## src/rtl/digi_source_if.sv

```systemverilog
// Bus bundle for digi_source: table-write port, playback control and status.
interface digi_source_if #(
  parameter int DEPTH = 8,
  parameter int TW    = 16
);
  localparam int CW = $clog2(DEPTH) + 1;

  logic          wr_en;
  logic          wr_level;
  logic [TW-1:0] wr_dur;
  logic          wr_ready;
  logic          clr;
  logic          start;
  logic          repeat_en;
  logic          abort;
  logic          q;
  logic          busy;
  logic          done;
  logic [CW-1:0] count;

  modport master (
    output wr_en, wr_level, wr_dur, clr, start, repeat_en, abort,
    input  wr_ready, q, busy, done, count
  );

  modport slave (
    input  wr_en, wr_level, wr_dur, clr, start, repeat_en, abort,
    output wr_ready, q, busy, done, count
  );
endinterface

```

## src/rtl/digi_source.sv

```systemverilog
// Programmable digital pattern source: a small table of {level, hold} entries
// played back on q, optionally looping, with abort and a completion pulse.
//
// state  | meaning
// IDLE   | q = INIT, table writable, waiting for start
// RUN    | q = level of current entry, hold timer counting down
module digi_source #(
  parameter int DEPTH = 8,
  parameter int TW    = 16,
  parameter bit INIT  = 1'b0
) (
  input logic         clk,
  input logic         rst,
  digi_source_if.slave bus
);
  localparam int CW = $clog2(DEPTH) + 1;
  localparam int IW = $clog2(DEPTH);

  typedef enum logic {S_IDLE, S_RUN} state_t;

  state_t        r_state;
  state_t        w_state_nxt;
  logic          r_lvl [DEPTH];
  logic [TW-1:0] r_dur [DEPTH];
  logic [CW-1:0] r_count;
  logic [IW-1:0] r_idx;
  logic [TW-1:0] r_tmr;
  logic          r_done;

  logic          w_done_nxt;
  logic          w_load_first;
  logic          w_advance;
  logic          w_wr_fire;
  logic          w_tc;
  logic          w_last;
  logic [IW-1:0] w_idx_inc;

  assign bus.wr_ready = (r_state == S_IDLE) && (r_count < CW'(DEPTH));
  // clr wins over a same-cycle write
  assign w_wr_fire    = bus.wr_en && bus.wr_ready && !bus.clr && !rst;
  // dur of 0 or 1 both end the entry after one cycle
  assign w_tc         = (r_tmr <= TW'(1));
  assign w_last       = ({1'b0, r_idx} + CW'(1)) == r_count;
  assign w_idx_inc    = r_idx + IW'(1);

  assign bus.busy  = (r_state == S_RUN);
  assign bus.done  = r_done;
  assign bus.count = r_count;
  assign bus.q     = (r_state == S_RUN) ? r_lvl[r_idx] : INIT;

  // State register and completion pulse
  always_ff @(posedge clk) begin
    if (rst) begin
      r_state <= S_IDLE;
      r_done  <= 1'b0;
    end else begin
      r_state <= w_state_nxt;
      r_done  <= w_done_nxt;
    end
  end

  // Next-state decode: start, per-entry advance, wrap, finish, abort
  always_comb begin
    w_state_nxt  = r_state;
    w_done_nxt   = 1'b0;
    w_load_first = 1'b0;
    w_advance    = 1'b0;
    case (r_state)
      S_IDLE: begin
        if (bus.start && !bus.abort && (r_count != '0)) begin
          w_state_nxt  = S_RUN;
          w_load_first = 1'b1;
        end
      end
      S_RUN: begin
        if (bus.abort) begin
          w_state_nxt = S_IDLE;
        end else if (w_tc) begin
          if (!w_last) begin
            w_advance = 1'b1;
          end else if (bus.repeat_en) begin
            w_load_first = 1'b1;
          end else begin
            w_state_nxt = S_IDLE;
            w_done_nxt  = 1'b1;
          end
        end
      end
      default: w_state_nxt = S_IDLE;
    endcase
  end

  // Entry count: cleared by rst or by clr while idle
  always_ff @(posedge clk) begin
    if (rst) begin
      r_count <= '0;
    end else if ((r_state == S_IDLE) && bus.clr) begin
      r_count <= '0;
    end else if (w_wr_fire) begin
      r_count <= r_count + CW'(1);
    end
  end

  // Pattern table storage; contents survive rst, clr and abort
  always_ff @(posedge clk) begin
    if (w_wr_fire) begin
      r_lvl[r_count[IW-1:0]] <= bus.wr_level;
      r_dur[r_count[IW-1:0]] <= bus.wr_dur;
    end
  end

  // Entry index and hold down-counter
  always_ff @(posedge clk) begin
    if (rst) begin
      r_idx <= '0;
      r_tmr <= '0;
    end else if (w_load_first) begin
      r_idx <= '0;
      r_tmr <= r_dur[0];
    end else if (w_advance) begin
      r_idx <= w_idx_inc;
      r_tmr <= r_dur[w_idx_inc];
    end else if (r_state == S_RUN) begin
      r_tmr <= r_tmr - TW'(1);
    end
  end
endmodule

```

## src/flat_wrapper.sv

```systemverilog
// flat-port wrapper written by rule: the top's interface ports become plain ports
module digi_source_flat 
#(
  parameter int DEPTH = 8,
  parameter int TW    = 16,
  parameter bit INIT  = 1'b0
)
  (clk, rst, bus_wr_en, bus_wr_level, bus_wr_dur, bus_clr, bus_start, bus_repeat_en, bus_abort, bus_wr_ready, bus_q, bus_busy, bus_done, bus_count);
  digi_source_if #(.DEPTH(DEPTH), .TW(TW)) bus_i ();
  input logic clk;
  input logic rst;
  input wire logic [$bits(bus_i.wr_en)-1:0] bus_wr_en;
  input wire logic [$bits(bus_i.wr_level)-1:0] bus_wr_level;
  input wire logic [$bits(bus_i.wr_dur)-1:0] bus_wr_dur;
  input wire logic [$bits(bus_i.clr)-1:0] bus_clr;
  input wire logic [$bits(bus_i.start)-1:0] bus_start;
  input wire logic [$bits(bus_i.repeat_en)-1:0] bus_repeat_en;
  input wire logic [$bits(bus_i.abort)-1:0] bus_abort;
  output wire logic [$bits(bus_i.wr_ready)-1:0] bus_wr_ready;
  output wire logic [$bits(bus_i.q)-1:0] bus_q;
  output wire logic [$bits(bus_i.busy)-1:0] bus_busy;
  output wire logic [$bits(bus_i.done)-1:0] bus_done;
  output wire logic [$bits(bus_i.count)-1:0] bus_count;
  assign bus_i.wr_en = bus_wr_en;
  assign bus_i.wr_level = bus_wr_level;
  assign bus_i.wr_dur = bus_wr_dur;
  assign bus_i.clr = bus_clr;
  assign bus_i.start = bus_start;
  assign bus_i.repeat_en = bus_repeat_en;
  assign bus_i.abort = bus_abort;
  assign bus_wr_ready = bus_i.wr_ready;
  assign bus_q = bus_i.q;
  assign bus_busy = bus_i.busy;
  assign bus_done = bus_i.done;
  assign bus_count = bus_i.count;
  digi_source #(.DEPTH(DEPTH), .TW(TW), .INIT(INIT)) u_core (.clk(clk), .rst(rst), .bus(bus_i));
endmodule
```

## config.mk

```make
export PLATFORM = sky130hd
export DESIGN_NAME = digi_source_flat
export DESIGN_NICKNAME = d
export VERILOG_FILES = /design/src/rtl/digi_source_if.sv /design/src/rtl/digi_source.sv /design/src/flat_wrapper.sv
export SDC_FILE = /design/constraint.sdc
export NUM_CORES = 1
export LEC_CHECK = 0
export ABC_CLOCK_PERIOD_IN_PS = 4100
export CAP_MARGIN = 15
export CORE_ASPECT_RATIO = 0.6
export CORE_MARGIN = 2
export CORE_UTILIZATION = 59
export CTS_CLUSTER_SIZE = 10
export DETAILED_ROUTE_END_ITERATION = 6
export PLACE_DENSITY_LB_ADDON = 0.2
export SKIP_LAST_GASP = 1
export SYNTH_ARGS = -nofsm -noshare
export SYNTH_HDL_FRONTEND = slang
export SYNTH_SLANG_ARGS = --single-unit
```

## constraint.sdc

```tcl
create_clock -name clk -period 4.1 [get_ports clk]
set_input_delay 0.615 -clock clk [delete_from_list [all_inputs] [get_ports clk]]
set_output_delay 0.615 -clock clk [all_outputs]
set_load 0.02 [all_outputs]
```

==> results of run 1 <==
==> sequential cells by signal (all words and copies together), names as in the netlist, named ones only <==
register and flops:
u_core.bus.busy 1, u_core.r_idx 3, u_core.r_lvl 8, u_core.r_dur 128, u_core.bus.count 4, u_core.bus.done 1
u_core.r_tmr 16
==> kinds of logic after synthesis <==
family | Yosys count | share of synthesized area
compound gates | 60 | 0.06088
xor+xnor | 10 | 0.01272
fa+ha+maj | 5 | 0.009086
buf+inv | 32 | 0.02253
flops | 164 | 0.6745
mux | 46 | 0.1230
simple gates | 133 | 0.09722
==> power groups by stage <==
stage,Combinational [µW],Clock [µW],Sequential [µW]
after detailed placement,107,0,1850
after global placement,104,0,1850
after CTS,108,1580,1820
after floorplan,53.9,0,1850
final,109,1570,1820
after global routing,119,1660,1820
==> final cells by class <==
cell class | instances | area, µm²
Tap cell | 160 | 200.2
Clock inverter | 13 | 147.6
Timing Repair Buffer | 51 | 473.0
Sequential cell | 164 | 4644
Multi-Input combinational cell | 254 | 2118
Fill cell | 734 | 3293
Clock buffer | 19 | 432.9
Inverter | 7 | 26.28
==> layout by cell type, fill, tap and decap left out, types with 3 or more instances in the layout <==
master,instances
sky130_fd_sc_hd__edfxtp_1,136
sky130_fd_sc_hd__nand2_1,35
sky130_fd_sc_hd__nor2_1,33
sky130_fd_sc_hd__clkdlybuf4s50_1,31
sky130_fd_sc_hd__mux4_2,30
sky130_fd_sc_hd__dfxtp_1,28
sky130_fd_sc_hd__buf_4,19
sky130_fd_sc_hd__clkbuf_16,17
sky130_fd_sc_hd__nor3_1,15
sky130_fd_sc_hd__a21oi_1,10
sky130_fd_sc_hd__o21ai_0,9
sky130_fd_sc_hd__mux2_2,9
sky130_fd_sc_hd__inv_1,7
sky130_fd_sc_hd__mux2i_1,7
sky130_fd_sc_hd__or3_1,7
sky130_fd_sc_hd__a311oi_1,7
sky130_fd_sc_hd__a31oi_1,6
sky130_fd_sc_hd__nor2_2,5
sky130_fd_sc_hd__xor2_1,5
sky130_fd_sc_hd__a211oi_1,5
sky130_fd_sc_hd__nor4_1,5
sky130_fd_sc_hd__xnor2_1,4
sky130_fd_sc_hd__nand3_1,4
sky130_fd_sc_hd__o21bai_1,4
sky130_fd_sc_hd__ha_1,4
sky130_fd_sc_hd__clkinvlp_4,4
sky130_fd_sc_hd__nand2b_1,3
sky130_fd_sc_hd__nand4_1,3
sky130_fd_sc_hd__o22ai_1,3
sky130_fd_sc_hd__or4_1,3
sky130_fd_sc_hd__inv_6,3
==> stage by stage <==
step / std cells / total power [µW] / setup WS [ns] / util
2_1_floorplan: 450 / 1906 / 1.193 / -
3_3_place_gp: 636 / 1957 / 1.221 / 0.6583
3_5_place_dp: 636 / 1961 / 1.045 / 0.6583
4_1_cts: 668 / 3509 / 0.9884 / 0.7095
5_1_grt: 668 / 3593 / 0.8510 / 0.7095
6_report: 668 / 3498 / 0.9655 / 0.7095
==> per-layer routing <==
| metal | up-vias | share of wire | track usage |
|---|---|---|---|
| li1 | 1853 | - | - |
| met1 | 2122 | 0.45 | 0.3772 |
| met2 | 173 | 0.46 | 0.3853 |
| met3 | 21 | 0.069 | 0.06561 |
| met4 | 0 | 0.020 | 0.1061 |
| met5 | - | 0 | 0 |
==> final timing paths <==
path,startpoint,to,slack (ns)
hold / removal,u_core.r_tmr[7]$_SDFFE_PP0P_,u_core.r_tmr[7]$_SDFFE_PP0P_,0.52
setup reg to reg,u_core.r_tmr[5]$_SDFFE_PP0P_,u_core.r_tmr[1]$_SDFFE_PP0P_,0.97
hold reg to reg,u_core.r_tmr[7]$_SDFFE_PP0P_,u_core.r_tmr[7]$_SDFFE_PP0P_,0.52
setup / recovery,u_core.r_tmr[5]$_SDFFE_PP0P_,u_core.r_tmr[1]$_SDFFE_PP0P_,0.97
==> critical path, stage by stage (launching register included) <==
cell	delay, ns
sky130_fd_sc_hd__dfxtp_1	0.35
sky130_fd_sc_hd__or4_4	0.57
sky130_fd_sc_hd__or4b_4	0.59
sky130_fd_sc_hd__nor3_4	0.36
sky130_fd_sc_hd__and2_1	0.44
sky130_fd_sc_hd__buf_4	0.26
sky130_fd_sc_hd__nand4_2	0.09
sky130_fd_sc_hd__a311oi_1	0.35
==> results.txt, run 1 <==
Once detailed placement completed, the half-perimeter wirelength came to 9193 µm. Once detail routing completed, the nets flagged for antenna violations numbered 0. The relative slew slack was 0.5752; the area after detailed placement was 0.007462 mm². The min-delay analysis places its worst path in the category reg2reg. In this run the power spent charging and discharging nets is 731.2 µW.

The DRC violation count after routing is 0, and the via count of the first global-routing pass is 4,174. The floorplan step set the die width to 143.5 µm. The initial cell density of the core was 0.6074; the total clock sinks was 164. Derived from the worst setup path, the maximum achievable clock frequency is 319.0 MHz.

Maximum buffer depth of the clock tree: 2. After synthesis, the mean cell area works out to 15.30 µm². The worst hold path depth was 2; the standby leakage power was 0.002547 µW. The routed wire length was 14,960 µm. After clock tree synthesis, the setup repair step added 0 buffers.

The run gives 0.031 as the combinational group share of total power. From synthesis to final layout, the design area changed by 16.81%. Share of the clock period used by the worst path: 0.7645. The tools report the final hold slack as 0.5194 ns. Slew at the pin closest to its max-slew limit: 0.6364 ns. For this design the top-level I/O count stands at 32.

Of all nets on the critical path, the largest fanout is 10. Clock tree synthesis selected as its root buffer the cell sky130_fd_sc_hd__clkbuf_16. The top cell type's share of synthesized area was 0.5931.

Across the run, the number of max-cap violations was 0. At the later pin of the worst-skew pair, clock insertion delay measures 0.43 ns. The tools report the capturing element type of the critical path as a register.

When the netlist entered floorplanning its net count stood at 479. Entering global routing, the biggest net connects 35 pins. For the maximum resistive drop on vdd, the log shows 0.0003371 V.

The overall routing resource usage is 0.2600. sky130_fd_sc_hd__edfxtp_1 takes more of the synthesized area than any other cell. The fraction of registers with async set/reset works out to 0. The commonest cells after synthesis are 136 x sky130_fd_sc_hd__edfxtp_1, 38 x sky130_fd_sc_hd__nor2_1, 35 x sky130_fd_sc_hd__nand2_1. The netlist uses 55 different library cells. During synthesis, Yosys emitted a total of 0 warnings.

Dividing the detail-routed wire length by the instance count gives 22.39 µm. By startpoint and endpoint, the worst setup path is classified as reg2reg. The power density over cell area is 434.9 mW/mm², and the sequential area share after synthesis is 0.6745. The internal portion of the total power is 2767 µW. For this block, the via count after detailed routing is 4,169. The prevailing post-synth register cell is sky130_fd_sc_hd__edfxtp_1. For the final standard cell area without fillers, the log shows 0.008043 mm².

Setup total negative slack on the finished layout was measured at 0 ns. Data on the critical path is required at its endpoint by 4.42 ns. The number of max-slew violations in the final report was 0; the total of flip-flops plus latches after synthesis was 164.

The tools report the setup clock skew after layout as 0.01318 ns. The tools report the count of endpoints failing hold in the final timing report as 0. The switching fraction of total power is 0.2090.

Setup repair after global routing left no endpoint under its margin. The number of enable flip-flop cells after synthesis works out to 136. In this run the number of H-tree levels came out at 4. Row generation in the floorplan step produced 30 rows.

The synthesized netlist occupies a cell area of 0.006885 mm². Input and output buffers added on the ports amount to 31. By area the synthesized netlist is led by sky130_fd_sc_hd__edfxtp_1 59%, sky130_fd_sc_hd__mux4_2 9.8%, sky130_fd_sc_hd__dfxtp_1 8.1%. The cell count after synthesis came out at 450. At the worst endpoint, the arrival time is 3.45 ns.

The first TritonRoute pass finished after 5 iterations. By instance count, the leading cell after synthesis is sky130_fd_sc_hd__edfxtp_1. The logs give 0 for the final-report setup violation count and 0 for the total of hold buffers inserted after clock tree synthesis.

The run gives 0 as the number of gates resized after cts. TritonCTS built the clock tree. The clock share of power came out at 0.449.

The run gives 0.520 as the register share of total power. Number of antenna repair diodes: 0. The tools report the kind of start point of the critical path as a register. Summed over all layers, the global routing overflow is 0.

For this run, the post-layout net count is 524. The die covers 0.01258 mm². Buffers inserted during clock tree synthesis total 17. The flow ran to the end, and the final reports show no timing, DRC or antenna violations. Number of cells on the worst reg-to-reg path: 7. After layout, the minimum clock period comes to 3.135 ns. After detailed routing, the number of vias per cell comes to 6.241. The die extent in y was 87.68 µm. The logs give 0 for the number of antenna violations at the first check in global routing and 0.01134 mm² for the area of the core region. The first global-routing pass estimated 23,250 µm of wire. Routability-driven placement finished with a final weighted congestion of 0.9021. The first routing iteration left 388 violations. The layout cell share with drive strength beyond 1 is 0.2047. Clock-pin slew was measured on the worst setup and hold paths at 0.06 ns.
Power figures use the tool's default switching activity.
==> inputs of run 2 (changes only) <==
- ABC_CLOCK_PERIOD_IN_PS: 4100 -> 2680
- CORE_UTILIZATION: 59 -> 54
- clock period: 4.1 -> 2.68 ns (I/O delays scaled with it)
==> run 2 against run 1 <==
- die area is 8.9% higher
- largest cell class unchanged
- core utilization is 3.7 points lower
- sequential power is 53% higher
- highest routed layer unchanged
- combinational power is 61% higher
- non-clock buffer count is 17 higher
- register-to-register slack worse by 0.89 ns
- clock skew is 0.0080 ns lower
- worst hold slack worse by 0.0034 ns
- sequential share of layout area is 1.4 points lower
- total power is 55% higher
==> results.txt, run 2 (synthesized netlist as in run 1, its figures left out) <==
The run finished with clean final reports. The setup clock skew after layout is 0.005180 ns (-0.007995 ns). The count of maximum capacitance violations is 0 (unchanged), and the maximum clock frequency is 384.3 MHz (+20%). The logs give 0.004644 mm² (unchanged) for the sequential cell area and 0.0004494 V (+33%) for the maximum resistive drop on vdd. The tools report the count of vias placed by the detailed router as 4,298 (+3.1%). The worst-skew pair later-pin latency is 0.43 ns (about the same), and the combined area of the multi-input logic cells is 0.002140 mm² (+1.0%). The library cells used most frequently in the layout, excluding fill and tap cells, are 136 x sky130_fd_sc_hd__edfxtp_1, 35 x sky130_fd_sc_hd__nand2_1, 34 x sky130_fd_sc_hd__buf_4. Maximum fanout along the worst path: 6 (-4). The flip-flop count of the largest register, all copies and words added was 128 (unchanged); the maximum buffer depth of the clock tree was 2 (unchanged). The run gives 0 (unchanged) as the total of hold buffers inserted after clock tree synthesis. The placement row count came out at 31 (+3.3%).

STA classifies the critical path endpoint as a register. For the minimum setup slack after placement, the log shows 0.05382 ns (-0.9908 ns). The path category of the worst min-delay check is reg2reg.

The overall routing resource usage came out at 0.2377 (-0.02225). Detailed-route wire length per cell: 21.90 µm (-2.2%). The share of the clock period used by the worst path came out at 0.9709 (+0.2064). The final-report setup violation count was 0 (unchanged); the number of antenna violations at the first check in global routing was 0 (unchanged). The kind of start point of the critical path is a register. The sum of overflow across all layers after global routing came out at 0 (unchanged). The slew at the pin closest to its max-slew limit is 0.6807 ns (+0.04435 ns). Routed signal wires occupy layers up through met4.

The number of detailed-routing iterations run before antenna repair came out at 5 (unchanged). The tools report the via count of the first global-routing pass as 4,178 (+0.096%). The total placed cells including tap cells is 658 (+3.5%), and the first-pass GRT wire length is 23,420 µm (+0.74%). The I/O pin count is 32 (unchanged). Port buffer count: 31 (unchanged). Setup repair after global routing could not meet its margin everywhere. The pin count of the biggest net entering global routing is 35 (unchanged). The run gives 164 (unchanged) as the total clock sinks. The number of DRC violations after detailed-routing iteration 0 is 394 (+1.5%), and the number of inserted filler cells in the final layout is 876 (+19%). Post-layout net count: 541 (+3.2%). The floorplan die area is 0.01370 mm² (+8.9%). The relative slew slack came out at 0.5414 (-0.03378).

The logs give 17 (unchanged) for the total clock buffers created by CTS and 0.5160 ns (-0.003431 ns) for the final hold slack. The clock slew seen by the registers of the worst setup and hold paths is 0.06 ns (about the same), and the initial cell density of the core is 0.5618 (-0.04564). The area growth from synthesis to layout was 19.72%.

For the detailed-routed wire length on met3, the log shows 1102 µm (+7.5%). The tools report the post-DP HPWL as 9835 µm (+7.0%). TritonCTS built the clock tree. For the routed wire length, the log shows 15,090 µm (+0.92%). The area of the core region was 0.01226 mm² (+8.1%). The number of setup buffers added after CTS is 0 (unchanged), and the power density over cell area is 659.5 mW/mm² (+52%). The tools report the routed length on met1 as 7112 µm (+4.8%). The H-tree depth is 4 (unchanged), and the weighted congestion at the end of routability-driven global placement is 0.8931 (-1.0%).

Final non-filler cell total: 689 (+3.1%). The tools report the routed wire length on met2 as 6579 µm (-3.8%). Worst path required time: 3.01 ns (-1.41 ns).

The tools report the DRC violation count after routing as 0 (unchanged). The die extent in x was 149.8 µm (+4.4%). The die extent in y works out to 91.47 µm (+4.3%).

The most common cell after layout, fill and taps aside is sky130_fd_sc_hd__edfxtp_1. The count of endpoints failing hold in the final timing report is 0 (unchanged). The standby leakage power is 0.002677 µW (+5.1%).

The final critical delay including setup and external delays is 2.602 ns (-0.5324 ns). The root buffer cell was sky130_fd_sc_hd__clkbuf_16. The logs give 0.07788 ns (-0.8876 ns) for the worst path setup slack after routing and 0 (unchanged) for the post-route antenna net violation count.

The layout cell share with drive strength beyond 1 was 0.2424 (+0.03764). Aggregate negative setup slack: 0 ns (unchanged). The number of antenna repair diodes is 0 (unchanged), and the vias per cell is 6.238 (about the same). The signal arrival time at the worst endpoint is 2.94 ns (-0.51 ns). The worst setup path is of the reg2reg kind. The number of max-slew violations in the final report was 0 (unchanged).
## run 2: cell types whose count changed in the layout (fill, tap and decap cells not counted), moves of 2 or more
cell | before | now
sky130_fd_sc_hd__buf_12 | 1 | 3
sky130_fd_sc_hd__clkinv_2 | 1 | 3
sky130_fd_sc_hd__buf_4 | 19 | 34
sky130_fd_sc_hd__clkbuf_1 | 2 | 0
sky130_fd_sc_hd__clkinvlp_4 | 4 | 0
## run 2: per-layer routing
| metal | global-route usage | vias up |
|---|---|---|
| li1 | - | 1890 |
| met1 | 0.3635 | 2190 |
| met2 | 0.3345 | 193 |
| met3 | 0.06080 | 25 |
| met4 | 0.07783 | 0 |
| met5 | 0 | - |
## run 2: area by class of cell
type	instances	share of cell area
flip-flops and latches	164	0.5634
inverters	7	0.003188
multi-input cells	254	0.2596
clock inverters	14	0.02125
repair buffers	68	0.07590
clock buffers	17	0.05161
well taps	165	0.02505
## run 2: path summary, 6_finish.rpt
check                                               endpoint  cells past startpoint                    startpoint  slack, ns
worst max-delay path            u_core.r_tmr[7]$_SDFFE_PP0P_                      6  u_core.r_tmr[6]$_SDFFE_PP0P_       0.08
worst min-delay path            u_core.r_tmr[7]$_SDFFE_PP0P_                      2  u_core.r_tmr[7]$_SDFFE_PP0P_       0.52
worst max register to register  u_core.r_tmr[7]$_SDFFE_PP0P_                      6  u_core.r_tmr[6]$_SDFFE_PP0P_       0.08
worst min register to register  u_core.r_tmr[7]$_SDFFE_PP0P_                      2  u_core.r_tmr[7]$_SDFFE_PP0P_       0.52
## run 2: where the power goes
group	switching (µW)	leakage (µW)	internal [µW]
clock network	1010	0.000300	1480
logic	96.1	0.000927	79.3
registers	9.57	0.00145	2770
## run 2: critical path, stage by stage, from the launching register on
cell	delay, ns
sky130_fd_sc_hd__dfxtp_1	0.34
sky130_fd_sc_hd__or4_4	0.55
sky130_fd_sc_hd__or4b_4	0.59
sky130_fd_sc_hd__nor3_4	0.24
sky130_fd_sc_hd__and2_4	0.19
sky130_fd_sc_hd__mux2_2	0.33
sky130_fd_sc_hd__a311oi_1	0.26
## run 2: metrics by stage
step / total power [µW] / util / instance area [µm²]
after global routing: 5595 / 0.6725 / 8243
after global placement: 2997 / 0.6220 / 7624
after detailed placement: 3004 / 0.6220 / 7624
final: 5437 / 0.6725 / 8243
after CTS: 5461 / 0.6710 / 8224
after floorplan: 2916 / - / 6895
## run 2: repair_timing
item,CTS,global route
resized for setup,0,5
setup endpoints to repair,0,21
endpoints found under the hold margin,0,0
